<file path="config.mk">
export PLATFORM = sky130hd
export DESIGN_NAME = maq_h
export DESIGN_NICKNAME = d
export VERILOG_FILES = /design/src/rtl/maq_pkg.sv /design/src/rtl/maq_h_btn_sync.sv /design/src/rtl/maq_h.sv
export SDC_FILE = /design/constraint.sdc
export NUM_CORES = 1
export LEC_CHECK = 0
export BUFFER_PORTS_ARGS = -buffer_cell sky130_fd_sc_hd__buf_2
export CORE_MARGIN = 2
export CORE_UTILIZATION = 48
export DETAILED_ROUTE_END_ITERATION = 7
export PLACE_DENSITY = 0.7
export REMOVE_ABC_BUFFERS = 1
export SLEW_MARGIN = 20
export SYNTH_ARGS = -nofsm -noshare
export SYNTH_HDL_FRONTEND = slang
export SYNTH_SLANG_ARGS = --single-unit
export TNS_END_PERCENT = 1
</file>
<file path="constraint.sdc">
create_clock -name maq_m_clock -period 3.2 [get_ports maq_m_clock]
set_input_delay 0.64 -clock maq_m_clock [delete_from_list [all_inputs] [get_ports maq_m_clock]]
set_output_delay 0.64 -clock maq_m_clock [all_outputs]
set_load 0.01 [all_outputs]
</file>
<file path="src/rtl/maq_pkg.sv">
// -----------------------------------------------------------------------------
// maq_pkg
// Shared types and helpers for the hour stage of the clock chain.
//   maq_h_state_t : RUN (count follows the minute carry) / SET (manual adjust)
//   maq_h_disp_t  : one set of display digits plus the PM flag
//   bcd_to_12h()  : converts a 24h BCD hour into 24h or 12h display digits
// -----------------------------------------------------------------------------
package maq_pkg;

    typedef enum logic {
        RUN = 1'b0,
        SET = 1'b1
    } maq_h_state_t;

    // Last legal hour is 23: tens digit 2, units digit 3.
    localparam logic [1:0] HORA_MAX_MSD  = 2'd2;
    localparam logic [3:0] HORA_MAX_LSD  = 4'd3;
    localparam int         HORA_MEIO_DIA = 12;

    typedef struct packed {
        logic [1:0] msd;
        logic [3:0] lsd;
        logic       pm;
    } maq_h_disp_t;

    // Maps a BCD hour (00..23) to display digits. With mode12 = 0 the digits
    // are passed through; with mode12 = 1, 00 becomes 12 and 13..23 drop by 12.
    // pm is always derived from the 24h value.
    function automatic maq_h_disp_t bcd_to_12h(input logic [1:0] msd,
                                               input logic [3:0] lsd,
                                               input logic       mode12);
        logic [4:0]  h;
        logic [4:0]  h_out;
        maq_h_disp_t r;
        h     = 5'(msd) * 5'd10 + 5'(lsd);
        r.pm  = (h >= 5'(HORA_MEIO_DIA));
        h_out = h;
        if (mode12) begin
            if (h == 5'd0) begin
                h_out = 5'(HORA_MEIO_DIA);
            end else if (h > 5'(HORA_MEIO_DIA)) begin
                h_out = h - 5'(HORA_MEIO_DIA);
            end
        end
        // Back to BCD with plain compare/subtract; h_out never exceeds 23.
        if (h_out >= 5'd20) begin
            r.msd = 2'd2;
            r.lsd = 4'(h_out - 5'd20);
        end else if (h_out >= 5'd10) begin
            r.msd = 2'd1;
            r.lsd = 4'(h_out - 5'd10);
        end else begin
            r.msd = 2'd0;
            r.lsd = 4'(h_out);
        end
        return r;
    endfunction

endpackage

</file>
<file path="src/rtl/maq_h_btn_sync.sv">
// -----------------------------------------------------------------------------
// maq_h_btn_sync
// Brings one asynchronous level input into the maq_m_clock domain through a
// SYNC_STAGES flip-flop chain and produces a one-cycle pulse on each rising edge
// of the synchronized level.
// Ports:
//   maq_m_clock  in   clock, rising edge
//   maq_m_reset  in   asynchronous active-low reset (clears chain and history)
//   din          in   asynchronous level
//   level        out  synchronized level
//   rise         out  one-cycle pulse when the synchronized level goes 0 -> 1
// -----------------------------------------------------------------------------
module maq_h_btn_sync #(
    parameter int SYNC_STAGES = 2
) (
    input  logic maq_m_clock,
    input  logic maq_m_reset,
    input  logic din,
    output logic level,
    output logic rise
);

    logic [SYNC_STAGES-1:0] sync_q;
    logic                   prev_q;

    always_ff @(posedge maq_m_clock or negedge maq_m_reset) begin
        if (!maq_m_reset) begin
            sync_q <= '0;
            prev_q <= 1'b0;
        end else begin
            sync_q <= {sync_q[SYNC_STAGES-2:0], din};
            prev_q <= sync_q[SYNC_STAGES-1];
        end
    end

    assign level = sync_q[SYNC_STAGES-1];
    // Combinational so the pulse acts on the edge right after the level
    // appears, giving SYNC_STAGES+1 cycles from input to counter effect.
    assign rise  = level & ~prev_q;

endmodule

</file>
<file path="src/rtl/maq_h.sv">
// -----------------------------------------------------------------------------
// maq_h
// Hour stage of the clock chain. Counts hours 00..23 in BCD on the minute
// carry, allows manual adjustment in set mode, and drives 24h or 12h+PM
// display digits plus the day carry for the following stage.
// Parameters:
//   SYNC_STAGES  synchronizer depth for set/up/down (>= 2)
//   HORA_RESET   hour loaded at reset, 24h format (0..23)
// Ports:
//   maq_m_clock     in   clock, rising edge
//   maq_m_reset     in   asynchronous active-low reset
//   maq_h_inc_hora  in   minute carry, high during the minute-59 cycle
//   maq_h_set       in   async level, 1 requests set mode
//   maq_h_btn_up    in   async level, rising edge = +1 hour in set mode
//   maq_h_btn_dn    in   async level, rising edge = -1 hour in set mode
//   maq_h_mode12    in   display format, 0 = 24h, 1 = 12h
//   maq_h_lsd       out  display hour units (BCD)
//   maq_h_msd       out  display hour tens
//   maq_h_pm        out  1 when the count is 12..23
//   maq_h_setting   out  1 while in set mode
//   maq_h_inc_dia   out  day carry, combinational
// -----------------------------------------------------------------------------
module maq_h
    import maq_pkg::*;
#(
    parameter int SYNC_STAGES = 2,
    parameter int HORA_RESET  = 0
) (
    input  logic       maq_m_clock,
    input  logic       maq_m_reset,
    input  logic       maq_h_inc_hora,
    input  logic       maq_h_set,
    input  logic       maq_h_btn_up,
    input  logic       maq_h_btn_dn,
    input  logic       maq_h_mode12,
    output logic [3:0] maq_h_lsd,
    output logic [1:0] maq_h_msd,
    output logic       maq_h_pm,
    output logic       maq_h_setting,
    output logic       maq_h_inc_dia
);

    localparam logic [3:0] RST_LSD = 4'(HORA_RESET % 10);
    localparam logic [1:0] RST_MSD = 2'(HORA_RESET / 10);

    // BCD hour +1 with 23 -> 00 wrap.
    function automatic logic [5:0] hora_inc(input logic [1:0] msd, input logic [3:0] lsd);
        logic [5:0] r;
        if (msd == HORA_MAX_MSD && lsd == HORA_MAX_LSD) begin
            r = 6'd0;
        end else if (lsd == 4'd9) begin
            r = {msd + 2'd1, 4'd0};
        end else begin
            r = {msd, lsd + 4'd1};
        end
        return r;
    endfunction

    // BCD hour -1 with 00 -> 23 wrap.
    function automatic logic [5:0] hora_dec(input logic [1:0] msd, input logic [3:0] lsd);
        logic [5:0] r;
        if (msd == 2'd0 && lsd == 4'd0) begin
            r = {HORA_MAX_MSD, HORA_MAX_LSD};
        end else if (lsd == 4'd0) begin
            r = {msd - 2'd1, 4'd9};
        end else begin
            r = {msd, lsd - 4'd1};
        end
        return r;
    endfunction

    // Input synchronizers
    logic set_lvl;
    logic set_rise_unused;
    logic up_lvl_unused;
    logic up_rise;
    logic dn_lvl_unused;
    logic dn_rise;

    maq_h_btn_sync #(.SYNC_STAGES(SYNC_STAGES)) u_sync_set (
        .maq_m_clock (maq_m_clock),
        .maq_m_reset (maq_m_reset),
        .din         (maq_h_set),
        .level       (set_lvl),
        .rise        (set_rise_unused)
    );

    maq_h_btn_sync #(.SYNC_STAGES(SYNC_STAGES)) u_sync_up (
        .maq_m_clock (maq_m_clock),
        .maq_m_reset (maq_m_reset),
        .din         (maq_h_btn_up),
        .level       (up_lvl_unused),
        .rise        (up_rise)
    );

    maq_h_btn_sync #(.SYNC_STAGES(SYNC_STAGES)) u_sync_dn (
        .maq_m_clock (maq_m_clock),
        .maq_m_reset (maq_m_reset),
        .din         (maq_h_btn_dn),
        .level       (dn_lvl_unused),
        .rise        (dn_rise)
    );

    // FSM and BCD hour counter
    maq_h_state_t state_q;
    maq_h_state_t state_d;
    logic [3:0]   cnt_lsd;
    logic [1:0]   cnt_msd;
    logic [3:0]   cnt_lsd_d;
    logic [1:0]   cnt_msd_d;
    logic         at_max;

    assign at_max = (cnt_msd == HORA_MAX_MSD) && (cnt_lsd == HORA_MAX_LSD);

    always_comb begin
        state_d              = state_q;
        {cnt_msd_d, cnt_lsd_d} = {cnt_msd, cnt_lsd};
        case (state_q)
            RUN: begin
                // Button pulses are ignored while running.
                if (maq_h_inc_hora) begin
                    {cnt_msd_d, cnt_lsd_d} = hora_inc(cnt_msd, cnt_lsd);
                end
                if (set_lvl) begin
                    state_d = SET;
                end
            end
            SET: begin
                // Minute carries are discarded; up and down together cancel.
                if (up_rise && !dn_rise) begin
                    {cnt_msd_d, cnt_lsd_d} = hora_inc(cnt_msd, cnt_lsd);
                end else if (dn_rise && !up_rise) begin
                    {cnt_msd_d, cnt_lsd_d} = hora_dec(cnt_msd, cnt_lsd);
                end
                if (!set_lvl) begin
                    state_d = RUN;
                end
            end
            default: begin
                state_d = RUN;
            end
        endcase
    end

    always_ff @(posedge maq_m_clock or negedge maq_m_reset) begin
        if (!maq_m_reset) begin
            state_q <= RUN;
            cnt_lsd <= RST_LSD;
            cnt_msd <= RST_MSD;
        end else begin
            state_q <= state_d;
            cnt_lsd <= cnt_lsd_d;
            cnt_msd <= cnt_msd_d;
        end
    end

    assign maq_h_setting = (state_q == SET);
    assign maq_h_inc_dia = (state_q == RUN) && maq_h_inc_hora && at_max;

    // Display register stage (p1)
    maq_h_disp_t disp_p1;
    logic        vld_p1;
    maq_h_disp_t disp_rst;
    maq_h_disp_t disp_out;

    always_ff @(posedge maq_m_clock) begin
        disp_p1 <= bcd_to_12h(cnt_msd, cnt_lsd, maq_h_mode12);
    end

    always_ff @(posedge maq_m_clock or negedge maq_m_reset) begin
        if (!maq_m_reset) begin
            vld_p1 <= 1'b0;
        end else begin
            vld_p1 <= 1'b1;
        end
    end

    // Until the display register has been loaded once after reset, show the
    // reset hour directly so the outputs follow the format input during reset.
    assign disp_rst = bcd_to_12h(RST_MSD, RST_LSD, maq_h_mode12);
    assign disp_out = vld_p1 ? disp_p1 : disp_rst;

    assign maq_h_lsd = disp_out.lsd;
    assign maq_h_msd = disp_out.msd;
    assign maq_h_pm  = disp_out.pm;

endmodule

</file>
Word-level counts from Yosys, hierarchy flattened
Cells that the tools add are included.

cells by class
  $add $sub $neg = 10
  multipliers = 1
  magnitude comparators = 6
  equal/unequal tests = 6
  multiplexer cells = 22
  bitwise logic cells = 5
  reduce and logical (&&, ||, !) cells = 13

operators with widths
  cell                                                           count
  2-to-1 mux 6 bit                                               5
  2-to-1 mux 5 bit                                               5
  2-to-1 mux 4 bit                                               5
  >= comparator 5 x 4 -> 1 bit, second input constant            3
  >= comparator 5 bit, second input constant                     2
  case mux 4 bit (2 select lines)                                1
  subtractor 4 x 3 -> 4 bit, second input constant               2
  subtractor 4 bit, second input constant                        2
  2-to-1 mux 7 bit                                               1
  logical AND 1 bit                                              6
  2-to-1 mux 2 bit                                               3
  adder 5 x 4 -> 5 bit                                           1
  greater-than comparator 5 x 4 -> 1 bit, second input constant  1
  logical NOT 5 bit                                              1
  subtractor 5 x 4 -> 5 bit, second input constant               1
  adder 4 x 1 -> 4 bit, second input constant                    1
  equality test 4 x 2 -> 1 bit, second input constant            1
  equality test 4 bit, second input constant                     1
  logical NOT 4 bit                                              1
  multiplier 2 x 3 -> 4 bit, second input constant               1
  != test 4 x 1 -> 1 bit, second input constant                  1
  case mux 2 bit (2 select lines)                                1
  subtractor 4 x 1 -> 4 bit, second input constant               1
  != test 3 x 1 -> 1 bit, second input constant                  1
  11 further kinds                                               15

storage, ports and cells
  register bits = 23
  input port bits = 7
  output and inout bits = 9
  logic and storage cells = 75

Logic depth before layout (Yosys ltp)
Gate-level depths: netlist of the first run.

  depth after elaboration = 9
  mapped depth = 15
  depth with buffers taken out = 15

By module
A second synthesis of the first run with hierarchy kept.

second synthesis, totals
  cell total of the unflattened synthesis = 166
  area, all modules = 1,592.8 um^2

by module, submodules not included
  module          instances  cells each  area an instance (um^2)  sequential area each (um^2)
  maq_h           1          154         1,326.3                  340.3
  maq_h_btn_sync  3          4           88.8                     75.1

Worst setup path before layout of the first run
OpenSTA, ideal clock, no wires.

  kind = register to register
  start = register cnt_lsd[1]
  end = register disp_p1[4] (netlist bit)
  arrival = 3.296 ns
  path slack = -0.171 ns
  stages on the path, launching flop included = 15
  path buffers = 1
  period minus slack after synthesis = 3.371 ns
  path through = dfrtp_1 -> ha_1 -> fa_1 -> xor2_2 -> inv_2 -> ha_1 -> nor3b_2 -> a211oi_1 -> o31a_1 -> or2_1 -> buf_6 -> ha_1 -> and2b_1 -> a311o_1 -> o22ai_1

between the ends
  longest elaborated chain between the ends = 8

ends and longest elaborated chain
  what                                                                                 RTL line                      RTL
  start, declared                                                                      maq_h.sv:107                  logic [3:0] cnt_lsd;
  start signal, assigned                                                               maq_h.sv:152                  cnt_lsd <= cnt_lsd_d;
  adder 5 x 4 -> 5 bit *                                                               maq_pkg.sv:35                 h = 5'(msd) * 5'd10 + 5'(lsd);
  subtractor 5 x 4 -> 5 bit or greater-than comparator 5 x 4 -> 1 bit (tied branches)  maq_pkg.sv:42, maq_pkg.sv:41
  2-to-1 mux 5 bit                                                                     maq_pkg.sv:41                 end else if (h > 5'(HORA_MEIO_DIA)) begin
  2-to-1 mux 5 bit                                                                     maq_pkg.sv:39                 if (h == 5'd0) begin
  2-to-1 mux 5 bit *                                                                   maq_pkg.sv:38                 if (mode12) begin
  subtractor 4 bit or >= comparator 5 x 4 -> 1 bit (tied branches)                     maq_pkg.sv:51, maq_pkg.sv:49
  2-to-1 mux 5 bit                                                                     maq_pkg.sv:49                 end else if (h_out >= 5'd10) begin
  2-to-1 mux 4 bit *                                                                   maq_pkg.sv:46                 if (h_out >= 5'd20) begin
  end signal, assigned                                                                 maq_h.sv:167                  disp_p1 <= bcd_to_12h(cnt_msd, cnt_lsd, maq_h_mode12);
  end, declared                                                                        maq_h.sv:161                  maq_h_disp_t disp_p1;

Every way passes the cells marked *; elsewhere a longest branch is shown, timed or not.
A chain may end at the register's enable or synchronous reset.

Worst setup path after layout of the first run
  start = register cnt_msd[0]
  end = register disp_p1[4] (netlist bit)

between the ends
  longest elaborated chain between the ends = 9

ends and longest elaborated chain
  what                                                                                 RTL line                      RTL
  start, declared                                                                      maq_h.sv:108                  logic [1:0] cnt_msd;
  start signal, assigned                                                               maq_h.sv:153                  cnt_msd <= cnt_msd_d;
  multiplier 2 x 3 -> 4 bit *                                                          maq_pkg.sv:35
  adder 5 x 4 -> 5 bit *                                                               maq_pkg.sv:35
  subtractor 5 x 4 -> 5 bit or greater-than comparator 5 x 4 -> 1 bit (tied branches)  maq_pkg.sv:42, maq_pkg.sv:41
  2-to-1 mux 5 bit                                                                     maq_pkg.sv:41
  2-to-1 mux 5 bit                                                                     maq_pkg.sv:39
  2-to-1 mux 5 bit *                                                                   maq_pkg.sv:38
  subtractor 4 bit or >= comparator 5 x 4 -> 1 bit (tied branches)                     maq_pkg.sv:51, maq_pkg.sv:49
  2-to-1 mux 5 bit                                                                     maq_pkg.sv:49
  2-to-1 mux 4 bit *                                                                   maq_pkg.sv:46

Marked as above.

==> flow_metrics.py, run 1 <==
metrics = {
    "status": {
        "run_status": "completed",
    },
    "synth": {
        "ys_ff_latch": 23,
        "number_of_standard_cells_after_synthesis": 169,
        "synth_flop_cell": "dfrtp_1",
        "synth_seq_area_share": 0.354,
        "post_synthesis_instance_area_um2": 1530,
        "post_synth_cell_types": 57,
        "yosysWarnings": 0,
        "synth-edff-count": 0,
        "synth.avg_cell_area_um2": 9.05,
        "ys_async_sr_fraction": 0.696,
    },
    "place": {
        "gpl.final_weighted_congestion": 0.880,
        "port-buffer-count": 15,
        "hpwl_um": 2680,
    },
    "clock_network": {
        "worst_skew_pair.late_latency_ns": 0.31,
        "clk_pin_slew_worst_paths_ns": 0.13,
        "cts_root_buf": "clkbuf_4",
        "tritoncts.num_buffers": 3,
        "cts.path.max_buffers": 2,
        "cts_hold_repair.buffers": 0,
        "htree_levels": 1,
        "cts.sinks": 23,
        "cts_tree": "built",
    },
    "worst_setup_path": {
        "endpoint_of_the_lowest_slack_register_to_register_path": "disp_p1[4]$_DFF_P_",
        "cp_data_required_time_ns": 3.44,
        "timing.reg2reg.setup_slack_ns": 0.009,
        "critical_path.startpoint": "cnt_msd[0]$_DFFE_PN0P_",
        "timing.critical_path.fanout_max": 3,
        "start_kind": "flip-flop",
        "worst_setup_path_endpoint": "disp_p1[4]$_DFF_P_",
        "timing.reg2reg.worst_path_depth": 13,
        "worst_r2r_startpoint": "cnt_msd[0]$_DFFE_PN0P_",
        "end_kind": "flip-flop",
        "timing.critical_path.arrival_ns": 3.43,
        "critPathKind": "reg -> reg",
    },
    "route": {
        "dr_total_vias": 1369,
        "drt_drc_violations_left": 0,
        "ant_nets": 0,
        "drt-pass1-iter-count": 4,
        "drt_first_iter_violations": 58,
        "via_to_cell_ratio": 5.52,
        "route.final.wire_length_um": 3600,
        "drt-wirelength-per-cell_um": 14.5,
    },
    "sta": {
        "fin_crit_ns": 3.19,
        "timing.final.setup_violations": 0,
        "worst_hold_slack_ns": 0.219,
        "timing.slew.headroom": 0.506,
        "final_hold_viol_count": 0,
        "worst_pin_slew_ns": 0.721,
        "grt_setup_unrepaired": "true",
        "fmaxAchievable_ghz": 0.313,
        "timing.clock.skew_ns": 0.00353,
        "drv_slew": 0,
        "timing.final.crit_share": 0.997,
    },
    "global_routing": {
        "grt_usage": 0.218,
        "grt_remaining_overflow": 0,
        "maximum_number_of_pins_on_one_net_before_global_route_repair": 17,
        "grt_first_pass_wirelength_um": 5980,
        "first_global_vias": 1325,
        "antenna_found_initial": 0,
    },
    "floorplanning": {
        "fp.dieH_um": 60.4,
        "design.die.area_um2": 3650,
        "die-width_um": 60.4,
        "core_area_um2": 3050,
        "floorplan.initialDensity": 0.501,
        "core.rowCount": 20,
        "boundaryPins": 16,
    },
    "layout": {
        "most_used_cells_in_the_layout_excluding_fill_and_tap_cells": "buf_4, dfrtp_1, buf_2",
        "final.fill_count": 270,
        "syn_to_final_growth_pct": 25.0,
        "drive_gt1_frac": 0.319,
        "final_common_cell": "buf_4",
        "insertedDiodeCount": 0,
        "layout.nets": 227,
    },
    "job": {
        "cap_violations": 0,
    },
    "min_path": {
        "timing.hold.worst.class": "in -> async",
    },
}
-- cells by family (layout without fill, tap and decap cells) --
kind of cell    after synthesis  count (layout)  synth area share
flops                        23              23             0.354
fa+ha+maj                    15              15             0.128
buf+inv                      16              51            0.0450
xor+xnor                      2               2            0.0164
mux                           3               3            0.0196
other cells                   1               1           0.00245
compound gates               47              47             0.216
simple gates                 62              62             0.219
-- sequential cells by signal (all words and copies together) (netlist names) --
signal,cells
maq_h_setting,1
u_sync_set.sync_q,2
u_sync_up.sync_q,2
u_sync_dn.sync_q,2
u_sync_up.prev_q,1
disp_p1,7
cnt_lsd,4
cnt_msd,2
u_sync_dn.prev_q,1
vld_p1,1
-- synthesized netlist by cell type, types with 2 or more instances --
master,instances,share of area
a21o_1,2,0.0098
a21oi_1,10,0.033
a31oi_1,3,0.012
and2_1,5,0.020
and3_1,2,0.0082
clkbuf_1,3,0.0074
dfrtp_1,16,0.26
dfxtp_1,7,0.092
ha_1,14,0.11
inv_1,10,0.025
mux2i_1,3,0.020
nand2_1,14,0.034
nand2b_1,3,0.012
nand3_1,8,0.026
nand3b_1,2,0.0098
nor2_1,10,0.025
nor2b_1,3,0.012
nor3_1,3,0.0098
nor4_1,2,0.0082
o21ai_0,8,0.026
o22ai_1,2,0.0082
o311ai_0,2,0.011
o31ai_1,3,0.015
-- what timing repair did --
| action | 4_1_cts | 5_1_grt |
|---|---|---|
| setup endpoints to repair | 4 | 4 |
| buffers inserted | 2 | 1 |
| pin swaps | 10 | 9 |
| resized for setup | 10 | 10 |
| endpoints found under the hold margin | 0 | 0 |
-- routing by layer --
metal  GRT usage  vias up  wire length, um
met5           0        -                0
met4      0.0559        0               25
met3      0.0277        2               74
met2       0.399       22             1920
met1       0.270      661             1580
li1            -      684                -
-- critical path, cell delays in order (launching register included) --
cell	delay, ns
dfrtp_1	0.41
ha_2	0.20
fa_2	0.35
xor2_2	0.16
inv_2	0.09
ha_4	0.14
nor3b_4	0.28
a211oi_2	0.08
o31a_1	0.32
or2_4	0.28
ha_4	0.26
and2b_1	0.17
a311o_1	0.26
o22ai_1	0.13
-- layout make-up --
type                       count  area [um2]  area share
clock inverter                 1        5.00     0.00262
clock buffer                   3        22.5      0.0118
multi-input combinational    130        1010       0.531
sequential                    23         541       0.283
timing repair buffer          36         233       0.122
inverter                      11        41.3      0.0216
tap                           44        55.1      0.0288
-- how the worst min path moves through the flow --
| stage | to |
|---|---|
| after floorplan | maq_h_setting$_DFF_PN0_ |
| after global placement | maq_h_setting$_DFF_PN0_ |
| after detailed placement | maq_h_setting$_DFF_PN0_ |
| after CTS | u_sync_dn.sync_q[1]$_DFF_PN0_ |
| after global routing | u_sync_dn.sync_q[1]$_DFF_PN0_ |
| final | u_sync_dn.sync_q[1]$_DFF_PN0_ |
-- stage by stage --
stage / area (um2) / instances / TNS (ns) / setup slack, ns / util
after CTS: 1860 / 247 / -0.184 / -0.0810 / 0.609
after global routing: 1910 / 248 / -0.550 / -0.210 / 0.626
after detailed placement: 1770 / 241 / -1.03 / -0.327 / 0.579
final: 1910 / 248 / 0 / 0.00939 / 0.626
after floorplan: 1500 / 164 / -0.285 / -0.148 / -
after global placement: 1770 / 241 / -0.259 / -0.121 / 0.579
Power of run 1 is left out: the tool's default activity adds up to more than one toggle a clock period on the data nets, which glitch-free logic cannot reach.
==> inputs of run 2 (changes only) <==
Settings changed: ABC_AREA set to 1.
==> run 2 against run 1 <==
Net effect: hold slack better by 0.0053 ns; largest cell class unchanged; via count fell by 11%; critical endpoint is now disp_p1[3]$_DFF_P_; global-route usage shrank 4.6 points; final cell count increased by 3.2%; critical path depth grew 10; count of clock-buffer cells in the layout rose by 1; routed wire length down 26%; area after synthesis down 0.74%; die area shrank 0.69%; utilization decreased by 6.2 points; register-to-register slack improved by 0.25 ns; synthesized cell count grew 14%.
==> flow_metrics.py, run 2 <==
metrics = {
    "worst_setup_path": {
        "worst_r2r_startpoint": "cnt_lsd[1]$_DFFE_PN0P_",
        "endpoint_of_the_lowest_slack_register_to_register_path": "disp_p1[3]$_DFF_P_",
        "cp_data_required_time_ns": 3.41,
        "timing.critical_path.fanout_max": 4,
        "end_kind": "flip-flop",
        "cp_slowest_stage_delay_ns": 0.45,
        "timing.reg2reg.worst_path_depth": 23,
        "timing.reg2reg.setup_slack_ns": 0.26,
        "cp_cell_instances": "ha_4, fa_1, or2_1, nand2_2, inv_1, ha_1, inv_2, nor2_1, nand3_1, nand3_2, nand2_1, nand2_1, nand2_2, inv_4, ha_1, nand2_1, nand2_1, nand2_2, nand2_2, nand2_1, nand2_1, nand2_1, nand2_1",
        "timing.critical_path.arrival_ns": 3.15,
        "start_kind": "flip-flop",
        "critPathKind": "reg -> reg",
        "timing.critical_path.slowest_stage_cell": "dfrtp_1",
        "crit_top_cell": "nand2_1",
    },
    "layout": {
        "most_used_cells_in_the_layout_excluding_fill_and_tap_cells": "nand2_1, inv_1, nand3_1",
        "seq_area_um2": 541,
        "syn_to_final_growth_pct": 12.5,
        "largest_reg_flops": 7,
        "final.fill_count": 297,
        "multiInputGateArea_um2": 858,
        "final_common_cell": "nand2_1",
        "max_flop_register": "disp_p1",
        "largestRegisters": "disp_p1: 7 flops, cnt_lsd: 4 flops",
        "layout.nets": 235,
        "insertedDiodeCount": 0,
        "drive_gt1_frac": 0.226,
    },
    "floorplanning": {
        "die-width_um": 60.2,
        "core.rowCount": 20,
        "core_area_um2": 3030,
        "fp.dieH_um": 60.2,
        "boundaryPins": 16,
        "design.die.area_um2": 3630,
        "floorplan.initialDensity": 0.501,
    },
    "sta": {
        "timing.final.setup_violations": 0,
        "grt_setup_unrepaired": "false",
        "fmaxAchievable_ghz": 0.340,
        "timing.setup.tns_ns": 0,
        "drv_slew": 0,
        "timing.clock.skew_ns": 0.00427,
        "worst_hold_slack_ns": 0.225,
        "fin_crit_ns": 2.94,
        "worst_pin_slew_ns": 0.639,
        "final_hold_viol_count": 0,
        "timing.slew.headroom": 0.571,
        "timing.final.crit_share": 0.919,
    },
    "global_routing": {
        "grt_first_pass_wirelength_um": 4730,
        "grt_usage": 0.172,
        "maximum_number_of_pins_on_one_net_before_global_route_repair": 17,
        "antenna_found_initial": 0,
        "grt_remaining_overflow": 0,
        "first_global_vias": 1136,
    },
    "synth": {
        "synth_simple_gate_area_share": 0.312,
        "synth_top_cell_by_area": "dfrtp_1",
        "synth_compound_area_frac": 0.0899,
        "ys_top_cells_by_area": "dfrtp_1, nand2_1, ha_1",
        "synth-edff-count": 0,
        "yosys-mux-area-fraction": 0,
        "post_synth_xor_area_fraction": 0.0173,
        "yosysWarnings": 0,
        "post_synthesis_instance_area_um2": 1520,
        "post_synth_cell_types": 31,
        "synth_flop_cell": "dfrtp_1",
        "synth.top_cells.by_count": "nand2_1, inv_1, nand3_1",
        "ys_async_sr_fraction": 0.696,
        "synth_top_area_share": 0.264,
        "synth.avg_cell_area_um2": 7.86,
        "synth_adder_area_share": 0.129,
        "number_of_standard_cells_after_synthesis": 193,
        "post-synth-top-count-cell": "nand2_1",
        "ys_ff_latch": 23,
        "synth_seq_area_share": 0.356,
        "dominant_combinational_cell_family_by_area_after_synthesis": "simple AND/OR/NAND/NOR gates",
    },
    "job": {
        "cap_violations": 0,
    },
    "route": {
        "drt_drc_violations_left": 0,
        "dr_total_vias": 1219,
        "route.final.wire_length_um": 2670,
        "drt-wirelength-per-cell_um": 10.4,
        "drt_first_iter_violations": 56,
        "drt-pass1-iter-count": 4,
        "ant_nets": 0,
        "via_to_cell_ratio": 4.76,
    },
    "clock_network": {
        "cts_root_buf": "clkbuf_4",
        "worst_skew_pair.late_latency_ns": 0.30,
        "cts.sinks": 23,
        "cts_tree": "built",
        "cts.path.max_buffers": 2,
        "tritoncts.num_buffers": 3,
        "htree_levels": 1,
        "clk_pin_slew_worst_paths_ns": 0.11,
        "cts_hold_repair.buffers": 0,
    },
    "min_path": {
        "timing.hold.worst.class": "in -> async",
    },
    "place": {
        "hpwl_um": 2160,
        "gpl.final_weighted_congestion": 0.888,
        "port-buffer-count": 15,
    },
    "status": {
        "run_status": "completed",
    },
}
==> run 2: critical path: cells and delay by family, from the launching register on <==
family	cells	cell delay [ns]
AND/OR/NAND/NOR	16	1.30
buffers and inverters	3	0.18
flip-flops	1	0.45
adder cells (fa/ha/maj)	4	0.91
==> run 2: worst max path at each step <==
stage,start,to,slack [ns],cells past startpoint
after floorplan,cnt_lsd[1]$_DFFE_PN0P_,disp_p1[2]$_DFF_P_,0.39,23
after global placement,cnt_lsd[1]$_DFFE_PN0P_,disp_p1[2]$_DFF_P_,0.22,23
after detailed placement,cnt_lsd[1]$_DFFE_PN0P_,disp_p1[3]$_DFF_P_,0.14,23
after CTS,cnt_lsd[1]$_DFFE_PN0P_,disp_p1[3]$_DFF_P_,0.13,23
after global routing,cnt_lsd[1]$_DFFE_PN0P_,disp_p1[3]$_DFF_P_,0.02,23
final,cnt_lsd[1]$_DFFE_PN0P_,disp_p1[3]$_DFF_P_,0.26,23
==> run 2: repair_timing <==
| item | CTS | global route |
|---|---|---|
| setup buffers | 0 | 2 |
| setup endpoints to repair | 0 | 3 |
| gates resized for setup | 0 | 7 |
==> run 2: layout make-up <==
cell class,count,share of cell area
Clock buffer,4,0.0154
Multi-Input combinational cell,133,0.503
Tap cell,44,0.0322
Timing Repair Buffer,18,0.0571
Sequential cell,23,0.316
Inverter,34,0.0762
==> run 2: logic make-up after synthesis <==
| group | Yosys count |
|---|---|
| xor+xnor | 3 |
| other cells | 1 |
| buf+inv | 37 |
| flops | 23 |
| compound gates | 23 |
| fa+ha+maj | 15 |
| simple gates | 91 |
==> run 2: through the flow <==
step,cell area [um2],setup WS [ns],utilization,std cells
floorplan,1510,0.386,-,190
global route,1710,0.0168,0.564,256
global placement,1640,0.217,0.543,250
CTS,1670,0.129,0.552,254
detailed placement,1640,0.143,0.543,250
finish,1710,0.260,0.564,256
==> run 2: per-layer routing <==
metal	track usage	vias to the layer above	part of all wire
li1	-	654	-
met1	0.228	547	0.47
met2	0.289	14	0.49
met3	0.0130	4	0.017
met4	0.0667	0	0.015
met5	0	-	0
Power of run 2 is left out for the same reason.
